--- config.mk ---
export PLATFORM = sky130hd
export DESIGN_NAME = reaction_stats
export DESIGN_NICKNAME = d
export VERILOG_FILES = /design/src/rtl/reaction_stats.sv
export SDC_FILE = /design/constraint.sdc
export NUM_CORES = 1
export LEC_CHECK = 0
export ABC_AREA = 1
export BUFFER_PORTS_ARGS = -buffer_cell sky130_fd_sc_hd__buf_4
export CAP_MARGIN = 20
export CORE_MARGIN = 1.5
export CORE_UTILIZATION = 67
export DETAILED_ROUTE_END_ITERATION = 7
export PLACE_DENSITY = 0.82
export SYNTH_ARGS = -nofsm -noshare
export SYNTH_HDL_FRONTEND = slang
export SYNTH_SLANG_ARGS = --single-unit
--- constraint.sdc ---
create_clock -name clk -period 19.1 [get_ports clk]
set_input_delay 1.91 -clock clk [delete_from_list [all_inputs] [get_ports clk]]
set_output_delay 1.91 -clock clk [all_outputs]
set_load 0.05 [all_outputs]
--- src/rtl/reaction_stats.sv ---
// Reaction-time statistics: keeps last, best, rolling average (and optionally worst)
// of accepted trials and drives one of them onto the display bus. Option macro: STATS_WORST_EN.
module reaction_stats #(
  parameter int WIDTH    = 16,
  parameter int AVG_LOG2 = 3
) (
  input  logic             clk,
  input  logic             rst,
  input  logic [WIDTH-1:0] count,
  input  logic             count_valid,
  input  logic             sel_next,
  input  logic             clear,
  output logic [WIDTH-1:0] display,
  output logic [1:0]       mode,
  output logic [7:0]       trials,
  output logic             avg_valid,
  output logic             new_best,
  output logic             busy
);

  localparam int DEPTH = 1 << AVG_LOG2;
  localparam int SUM_W = WIDTH + AVG_LOG2;
  localparam logic [AVG_LOG2:0] FILL_MAX = DEPTH[AVG_LOG2:0];

  typedef enum logic [1:0] {IDLE, LATCH, ACCUM} state_t;

  state_t              state, state_next;
  logic [WIDTH-1:0]    cap, last, best;
  logic [SUM_W-1:0]    sum;
  logic [WIDTH-1:0]    win [DEPTH];
  logic [AVG_LOG2-1:0] wptr;
  logic [AVG_LOG2:0]   fill;
  logic [WIDTH-1:0]    avg_value, display_next;
  logic                accept;
`ifdef STATS_WORST_EN
  logic [WIDTH-1:0]    worst;
`endif

  // A zero count is a false start; anything arriving mid-update is dropped.
  assign accept    = (state == IDLE) && count_valid && (count != '0) && !clear;
  assign avg_valid = (fill == FILL_MAX);
  assign avg_value = WIDTH'(sum >> AVG_LOG2);

  always_ff @(posedge clk or posedge rst) begin
    if (rst) state <= IDLE;
    else     state <= state_next;
  end

  always_comb begin
    // NOTE: every output of a combinational block gets a default first, so no path can infer a latch.
    state_next = state;
    new_best   = 1'b0;
    busy       = (state != IDLE);
    unique case (state)
      IDLE:    if (accept) state_next = LATCH;
      LATCH: begin
        new_best   = !clear && (cap < best);
        state_next = ACCUM;
      end
      ACCUM:   state_next = IDLE;
      default: state_next = IDLE;
    endcase
    if (clear) state_next = IDLE;
  end

  // Statistics datapath, stepped by the FSM state.
  always_ff @(posedge clk or posedge rst) begin
    // NOTE: the window buffer is reset like any other register because the running
    // sum subtracts old slots, so they must start at a known zero.
    if (rst) begin
      cap   <= '0;
      last  <= '0;
      best  <= '1;
      sum   <= '0;
      wptr  <= '0;
      fill  <= '0;
      trials <= '0;
      for (int i = 0; i < DEPTH; i++) win[i] <= '0;
`ifdef STATS_WORST_EN
      worst <= '0;
`endif
    end else if (clear) begin
      cap   <= '0;
      last  <= '0;
      best  <= '1;
      sum   <= '0;
      wptr  <= '0;
      fill  <= '0;
      trials <= '0;
      for (int i = 0; i < DEPTH; i++) win[i] <= '0;
`ifdef STATS_WORST_EN
      worst <= '0;
`endif
    end else begin
      unique case (state)
        IDLE: if (accept) cap <= count;
        LATCH: begin
          last <= cap;
          if (cap < best) best <= cap;
`ifdef STATS_WORST_EN
          if (cap > worst) worst <= cap;
`endif
        end
        ACCUM: begin
          // Oldest sample leaves the sum exactly when its slot is overwritten.
          sum       <= sum - SUM_W'(win[wptr]) + SUM_W'(cap);
          win[wptr] <= cap;
          wptr      <= wptr + 1'b1;
          if (fill != FILL_MAX) fill <= fill + 1'b1;
          if (trials != 8'hFF)  trials <= trials + 1'b1;
        end
        default: ;
      endcase
    end
  end

  // Mode survives clear; only reset returns it to LAST.
  always_ff @(posedge clk or posedge rst) begin
    if (rst) begin
      mode <= 2'd0;
    end else if (sel_next) begin
`ifdef STATS_WORST_EN
      mode <= mode + 2'd1;
`else
      mode <= (mode >= 2'd2) ? 2'd0 : mode + 2'd1;
`endif
    end
  end

  always_comb begin
    display_next = '0;
    unique case (mode)
      2'd0: display_next = last;
      2'd1: display_next = (best == '1) ? '0 : best;
      2'd2: display_next = avg_valid ? avg_value : '0;
`ifdef STATS_WORST_EN
      2'd3: display_next = worst;
`else
      2'd3: display_next = '0;
`endif
      default: display_next = '0;
    endcase
  end

  always_ff @(posedge clk or posedge rst) begin
    if (rst) display <= '0;
    else     display <= display_next;
  end

endmodule

; Yosys cells after proc, flatten, opt, wreduce, memory -nomap -nowiden
; Index checks and enable logic that the tools add are counted.
[op_classes]
addsub = 6
magnitude_cmp = 4
n_eq_ne = 10
n_mux = 34
bitwise_logic = 1
reduce_logical = 21
[ops]
columns = cell, n
row1 = $mux W128, 2
row2 = $mux W16, 13
row3 = $bwmux W128, 1
row4 = $pmux W16 S4, 1
row5 = $bmux W16 S3, 1
row6 = $demux W16 S3, 1
row7 = $mux W19, 2
row8 = $mux W8, 3
row9 = $add A19 B16 Y19, 1
row10 = $sub A19 B16 Y19, 1
row11 = $eq A16 B16 Y1 const B, 1
row12 = $lt A16 B16 Y1, 1
row13 = $reduce_bool A16 Y1, 1
row14 = $reduce_bool A2 Y1, 8
row15 = $mux W4, 3
row16 = $add A8 B1 Y8 const B, 1
row17 = $ne A8 B8 Y1 const B, 1
row18 = $reduce_and A2 Y1, 4
row19 = $eq A2 B2 Y1 const B, 3
row20 = $mux W2, 3
row21 = $mux W3, 2
row22 = $logic_and A1 B1 Y1, 5
row23 = $add A4 B1 Y4 const B, 1
row24 = $eq A2 B1 Y1 const B, 2
row25 = other kinds (13), 14
[word_totals]
register_bits = 230
in_bits = 21
elab_cells = 94

; Longest topological paths before layout
; Gate-level depths: netlist of run 1.
[depth]
ltp_word = 8
mapped_depth = 22
ltp_nobuf = 20

; Worst setup path after synthesis of run 1
; Ideal clock, no wire load.
[synth_timing]
kind = in2out
from = in clear
to = out new_best
t_arrival_ns = 2.733
slack_ns = 14.457
path_stages = 2
cell_sequence = buf_2 -> nor2_1
[synth_between]
elab_chain_len = 3
[synth_lines]
columns = element, line
row1 = "start, declared", 12  ; input logic clear,
row2 = $logic_not A1 Y1, 57  ; new_best = !clear && (cap < best);
row3 = $logic_and A1 B1 Y1, 57
row4 = $mux W1, 54  ; unique case (state)
row5 = "end, declared", 17  ; output logic new_best,
; Every way passes these cells.

; Final worst setup path of run 1
[layout_timing]
from = reg best[14]
to = out new_best
[layout_between]
elab_chain_len = 3
[layout_lines]
columns = element, line
row1 = "start, declared", 28  ; logic [WIDTH-1:0] cap, last, best;
row2 = "start signal, assigned", 99  ; if (cap < best) best <= cap;
row3 = $lt A16 B16 Y1, 57
row4 = $logic_and A1 B1 Y1, 57
row5 = $mux W1, 54
; Every way passes these cells.

==> results.txt, run 1 <==
Run status -> finished, violations left
Violations in the final reports -> DRC
Most area-hungry cell type in the Yosys netlist -> sky130_fd_sc_hd__dfrtp_1
Synth area leaders -> sky130_fd_sc_hd__dfrtp_1 (46%), sky130_fd_sc_hd__nand2_1 (8.4%), sky130_fd_sc_hd__nand3_1 (6.6%), sky130_fd_sc_hd__inv_1 (6.4%), sky130_fd_sc_hd__o21ai_0 (5.5%)
Quantity of gates resized following cts -> 0
Number of storage elements in the synthesis netlist -> 230
Fraction of layout instances using a drive strength above 1 -> 0.09607
Net count of the finished layout -> 1484
Clk buf depth -> 3
Post-synthesis instance total -> 1387
Post-synthesis sequential area ratio -> 0.4919
Half-perimeter wire length after detailed placement -> 22700 µm
Final hold viol count -> 0
Library cell with the highest instance count after synthesis -> sky130_fd_sc_hd__nand2_1
Asr flop ratio synth -> 1.000
Drt initial violations -> 1343
Die span in x -> 135.4 µm
Max_cap viols -> 0
Synthesized area -> 11740 µm²
Number of distinct library cells after synthesis -> 42
Number of warnings printed during yosys synthesis -> 0
Die area -> 18330 µm²
Antenna violations before repair -> 0
Number of synthesized flops with an enable pin -> 0
Endpoint of the worst-slack reg-to-reg timing path -> sum[14]
Worst clock skew on the final layout -> 0.01481 ns
Launching element type of the critical path -> flip-flop
RSZ-0062 raised after global routing -> false
Clock sink total -> 230
Required time of the critical path -> 17.19 ns
Routed WL -> 34570 µm
Detail-routed net length per standard cell -> 20.94 µm
Reg2Reg Setup Slack -> 14.97 ns
Start point of the critical path -> best[14]
Highest fanout seen on the critical path -> 18
Worst EP arrival -> 2.52 ns
Clock transition at the registers of the reported paths -> 0.06 ns
Insertion delay of the later-clocked pin in the worst-skew pair -> 0.53 ns
Final period demand of the worst path -> 4.433 ns
Worst setup path category -> reg -> out
Cell chosen for the clock root -> sky130_fd_sc_hd__clkbuf_16
Startpoint of the tightest hold check path -> best[13]
Clock network fraction of total power -> 0.396
Total of hold buffers inserted after clock tree synthesis -> 0
Max stage delay cell, worst path -> sky130_fd_sc_hd__dfstp_2
Switching Fraction -> 0.3014
Most frequent cell on the critical path -> sky130_fd_sc_hd__inv_1
Leakage dissipation -> 6.253 nW
Clock H-tree levels -> 1
Effective utilization at floorplan -> 0.6812
Die boundary height -> 135.4 µm
Residual antenna-violating net count after detailed routing -> 0
Overflow left after global routing -> 0
Number of global-route vias before repair -> 10160
Final cycle utilization of the critical path -> 0.2321
Vias after detailed routing -> 10680
Initial DRT Pass Iterations -> 8
Longest individual stage delay on the worst path -> 0.56 ns
List of most frequent post-synthesis cells -> sky130_fd_sc_hd__nand2_1 (264), sky130_fd_sc_hd__dfrtp_1 (214), sky130_fd_sc_hd__inv_1 (200)
Fin area -> 12980 µm²
Combinational share of power -> 0.179
Relative contribution of sequential cells to total power -> 0.426
Remaining routing DRC violations -> 1
Final weighted congestion in routability-driven placement -> 0.9369
Filler Cell Count -> 1201
Final total negative setup slack -> 0 ns
Final total power -> 1.222 mW
Via-per-instance ratio -> 6.471
Crit end category -> primary output
Number of instances on the worst hold path -> 2
Core Rows -> 48
Buffers on Ports -> 49
Post CTS Setup Buffer Count -> 0
CTS tree -> done
Most used DFF post-synth -> sky130_fd_sc_hd__dfrtp_1
Max transition margin -> 0.2639
Startpoint of the worst-slack reg-to-reg timing path -> wptr[1]
End point of the most critical hold path -> best[13]
Cts bufs inserted -> 24
Syn Area/Cell -> 8.465 µm²
Boundary pin count -> 50
Critical Path, Cell by Cell -> inv_1 -> ha_1 -> nand2_1 -> inv_1 -> o21ai_0 -> nand3_1 -> nor2_2 -> nand2_4 -> nor2_1 -> buf_4
PD cells -> 94.11 nW/µm²
Actual transition at the worst max-transition pin -> 1.102 ns
Area of the placeable core -> 17240 µm²
Post-Syn Nets -> 1462
WHS -> 0.4936 ns
Switching power total -> 0.3682 mW
Final Max Slew Viols -> 0
Highest attainable clock frequency -> 225.6 MHz
Final setup violating endpoints -> 0
Global-route wire length before repair -> 54470 µm
R2r worst-path depth -> 17
Total inserted antenna cells -> 0
Area post-placement -> 12170 µm²
Synth top area share -> 0.4561
Internal power consumption -> 0.8535 mW
Largest net degree at the start of global routing -> 115
Maximum resistive drop on vdd -> 0.07076 mV
Total routing resource utilization after global routing -> 0.3890
Area growth from synthesis to layout -> 10.57%
Type of the worst min-delay path -> reg -> reg
## metal layers
layer	vias to the layer above	global-route usage	part of all wire
li1	4691	-	-
met1	5112	0.5081	0.37
met2	739	0.6216	0.47
met3	141	0.08605	0.11
met4	0	0.1858	0.052
met5	-	0	0
## flip-flops by register name, summed over array words and instances (netlist names)
signal / flops
best: 16
cap: 16
display: 16
fill: 4
last: 16
mode: 2
state: 2
sum: 19
trials: 8
win: 128
wptr: 3
## worst max-delay path, delay by kind of cell, from the launching register on
family                   cells  cell delay, ns
buffers and inverters        3            0.32
adder cells (fa/ha/maj)      1            0.29
flip-flops                   1            0.56
AND/OR/NAND/NOR              5            0.67
AO/OA/AOI/OAI                1            0.15
## cell families (layout without fill, tap and decap cells)
family | Yosys count | after routing | share of synthesized area
simple gates | 529 | 529 | 0.1973
compound gates | 303 | 303 | 0.1507
buf+inv | 269 | 308 | 0.09090
flops | 230 | 230 | 0.4919
fa+ha+maj | 54 | 54 | 0.06778
xor+xnor | 2 | 2 | 0.001492
## layout make-up
cell class | instances | area (µm²) | area share
Multi-Input combinational cell | 888 | 4898 | 0.3773
Clock buffer | 35 | 711.9 | 0.05484
Sequential cell | 230 | 5776 | 0.4449
Inverter | 210 | 798.3 | 0.06149
Tap cell | 225 | 281.5 | 0.02168
Timing Repair Buffer | 55 | 412.9 | 0.03180
Clock inverter | 8 | 103.9 | 0.007999
## cell usage in the layout (no fill, tap or decap), types with 5 or more instances in the layout
cell,instances
sky130_fd_sc_hd__a21oi_1,40
sky130_fd_sc_hd__nor2_1,63
sky130_fd_sc_hd__ha_1,38
sky130_fd_sc_hd__clkbuf_16,24
sky130_fd_sc_hd__nand4_1,11
sky130_fd_sc_hd__a32oi_1,13
sky130_fd_sc_hd__fa_1,16
sky130_fd_sc_hd__a221oi_1,5
sky130_fd_sc_hd__nor3_1,7
sky130_fd_sc_hd__nand2_2,5
sky130_fd_sc_hd__nand2_1,264
sky130_fd_sc_hd__inv_1,198
sky130_fd_sc_hd__dfstp_2,16
sky130_fd_sc_hd__inv_2,10
sky130_fd_sc_hd__nand3_1,154
sky130_fd_sc_hd__nor2_2,5
sky130_fd_sc_hd__clkbuf_8,7
sky130_fd_sc_hd__o2111ai_1,5
sky130_fd_sc_hd__o22ai_1,90
sky130_fd_sc_hd__nor4_1,7
sky130_fd_sc_hd__buf_4,55
sky130_fd_sc_hd__o21ai_0,128
sky130_fd_sc_hd__a22oi_1,11
sky130_fd_sc_hd__dfrtp_1,214
## worst max-delay path by stage
stage | endpoint
after global placement | new_best
after floorplan | cap[0]
after detailed placement | new_best
after global routing | new_best
after CTS | new_best
final | new_best
## through the flow
stage	std cells	util	setup WS [ns]
finish	1651	0.7532	14.67
detailed placement	1608	0.7059	14.79
CTS	1651	0.7532	14.70
global route	1651	0.7532	14.56
global placement	1608	0.7059	14.79
floorplan	1387	-	10.91
## power groups by stage
stage | combinational, mW | clock, mW | sequential, mW
floorplan | 0.140 | 0 | 0.539
global placement | 0.207 | 0 | 0.527
detailed placement | 0.212 | 0 | 0.527
CTS | 0.215 | 0.482 | 0.519
global route | 0.242 | 0.503 | 0.521
finish | 0.218 | 0.483 | 0.520
Note: power is estimated with default switching activity, not from simulation.
==> run 2, diff against run 1 <==
--- a/config.mk
+++ b/config.mk
@@ -9,9 +9,9 @@
 export BUFFER_PORTS_ARGS = -buffer_cell sky130_fd_sc_hd__buf_4
 export CAP_MARGIN = 20
 export CORE_MARGIN = 1.5
-export CORE_UTILIZATION = 67
+export CORE_UTILIZATION = 56
 export DETAILED_ROUTE_END_ITERATION = 7
-export PLACE_DENSITY = 0.82
+export PLACE_DENSITY = 0.72
 export SYNTH_ARGS = -nofsm -noshare
 export SYNTH_HDL_FRONTEND = slang
 export SYNTH_SLANG_ARGS = --single-unit
==> constraint.sdc (replaced) <==
create_clock -name clk -period 4 [get_ports clk]
set_input_delay 0.4 -clock clk [delete_from_list [all_inputs] [get_ports clk]]
set_output_delay 0.4 -clock clk [all_outputs]
set_load 0.05 [all_outputs]
==> run 2 against run 1 <==
  * The flow now finishes without violations
  * Utilization is 11 points lower
  * Sequential share of layout area is 0.50 points lower
  * Clock-buffer cell count rose by 5
  * Clock skew is 0.0044 ns lower
  * Global-route usage decreased by 6.2 points
  * Cell count grew 3.6%
  * Flip-flop and latch count stayed put
  * First-iteration DRC count shrank 11%
  * Die area is 19% higher
==> results.txt, run 2 (same netlist as run 1, synthesis figures left out) <==
Area of the placeable core -> 20430 µm²
Post-route worst setup slack -> 0.2446 ns
Post CTS Setup Buffer Count -> 0
Max reg flops -> 128
Fraction of layout instances using a drive strength above 1 -> 0.1006
Area growth from synthesis to layout -> 11.83%
Worst Setup Slack post-DPL -> 0.3727 ns
Highest fanout seen on the critical path -> 12
Final setup violating endpoints -> 0
Final hold viol count -> 0
Registers with the most flip-flops -> win: 128 flops, sum: 19 flops
Remaining routing DRC violations -> 0
Final cycle utilization of the critical path -> 0.9388
Required time of the critical path -> 4.40 ns
Insertion delay of the later-clocked pin in the worst-skew pair -> 0.53 ns
Largest net degree at the start of global routing -> 118
Max_cap viols -> 0
Die boundary height -> 147.8 µm
Most frequent cell on the critical path -> sky130_fd_sc_hd__nand2_1
Final period demand of the worst path -> 3.755 ns
Top reg by flops -> win
Die area -> 21840 µm²
Detail-routed net length per standard cell -> 20.45 µm
Clock transition at the registers of the reported paths -> 0.06 ns
Die span in x -> 147.8 µm
Residual antenna-violating net count after detailed routing -> 0
CTS tree -> done
Total routing resource utilization after global routing -> 0.3269
Cell chosen for the clock root -> sky130_fd_sc_hd__clkbuf_16
Core Rows -> 52
Launching element type of the critical path -> flip-flop
Net count of the finished layout -> 1498
Drt initial violations -> 1190
Initial DRT Pass Iterations -> 6
Antenna violations before repair -> 0
Critical Path, Cell by Cell -> inv_2 -> nand3_1 -> inv_2 -> a221oi_1 -> nand2_1 -> fa_1 -> inv_1 -> ha_1 -> nand2_1 -> o21ai_0 -> nor2_1 -> nand2_1 -> nand2_1 -> nand2_1 -> o21ai_0
RSZ-0062 raised after global routing -> false
PD cells -> 439.2 nW/µm²
Final weighted congestion in routability-driven placement -> 0.9597
Clock H-tree levels -> 1
Crit end category -> flip-flop
Actual transition at the worst max-transition pin -> 0.8530 ns
Global-route wire length before repair -> 55310 µm
Run status -> completed
Clock sink total -> 230
Highest attainable clock frequency -> 266.3 MHz
Clk buf depth -> 3
Type of the worst min-delay path -> in -> async
Leakage dissipation -> 6.299 nW
Routed WL -> 35000 µm
Quantity of gates resized following cts -> 0
Longest individual stage delay on the worst path -> 0.51 ns
Top Family by Delay on Critical Path -> compound AO/OA/AOI/OAI gates
Buffers plus inverters on the worst setup path -> 3
Overflow left after global routing -> 0
Vias after detailed routing -> 10310
Effective utilization at floorplan -> 0.5747
Cts bufs inserted -> 25
Worst EP arrival -> 4.16 ns
Maximum resistive drop on vdd -> 0.4668 mV
Max stage delay cell, worst path -> sky130_fd_sc_hd__fa_1
Worst setup path category -> reg -> reg
Via-per-instance ratio -> 6.025
Boundary pin count -> 50
Number of global-route vias before repair -> 9935
Final total negative setup slack -> 0 ns
Most frequent cells in the layout -> sky130_fd_sc_hd__nand2_1 (264), sky130_fd_sc_hd__dfrtp_1 (214), sky130_fd_sc_hd__inv_1 (198)
Max transition margin -> 0.4261
Total of hold buffers inserted after clock tree synthesis -> 0
Buffers on Ports -> 49
Half-perimeter wire length after detailed placement -> 24310 µm
Final Max Slew Viols -> 0
Filler Cell Count -> 1755
Total inserted antenna cells -> 0
Worst clock skew on the final layout -> 0.01039 ns
Leading cell type in the layout, fill and taps excluded -> sky130_fd_sc_hd__nand2_1
[run 2: worst min-delay path, delay by kind of cell]
family	cells	cell delay, ns
buffers and inverters	3	0.63
[run 2: power breakdown]
group          leakage [nW]  total (mW)  internal (mW)  switching (mW)
clock                 0.380        2.23           1.29           0.932
combinational          2.78        1.06          0.308           0.752
sequential             3.13        2.48           2.42          0.0629
[run 2: per-stage QoR]
| step | instance area [µm²] | utilization | hold WS [ns] | power (mW) | std cells |
|---|---|---|---|---|---|
| final | 13130 | 0.6427 | 0.04587 | 5.766 | 1711 |
| after global routing | 13130 | 0.6427 | 0.07357 | 6.002 | 1711 |
| after CTS | 13130 | 0.6427 | 0.06274 | 5.769 | 1711 |
| after detailed placement | 12350 | 0.6047 | 0.4768 | 3.555 | 1666 |
| after global placement | 12350 | 0.6047 | 0.4749 | 3.544 | 1666 |
| after floorplan | 11750 | - | 0.4539 | 3.241 | 1387 |
[run 2: final timing paths]
check / startpoint / to / slack, ns / cells past startpoint
max reg2reg: wptr[0] / sum[13] / 0.24 / 15
max: wptr[0] / sum[13] / 0.24 / 15
min reg2reg: best[6] / best[6] / 0.49 / 2
max in group asynchronous: rst / sum[4] / 3.37 / 3
min: rst / win[124] / 0.05 / 3
min in group clk: sel_next / mode[1] / 0.07 / 2
[run 2: layout make-up]
| type | count | area [µm²] | area share |
|---|---|---|---|
| flip-flops and latches | 230 | 5776 | 0.4399 |
| multi-input cells | 888 | 4898 | 0.3731 |
| inverters | 210 | 794.5 | 0.06051 |
| clock buffers | 40 | 721.9 | 0.05498 |
| repair buffers | 68 | 548.0 | 0.04174 |
| well taps | 270 | 337.8 | 0.02573 |
| clock inverters | 5 | 53.80 | 0.004098 |
[run 2: metal layers]
layer	wire length, µm	vias to the layer above	GRT usage
met5	0	-	0
met4	1232	0	0.1135
met3	3207	85	0.05833
met2	15480	519	0.4935
li1	-	4731	-
met1	15080	4973	0.4775
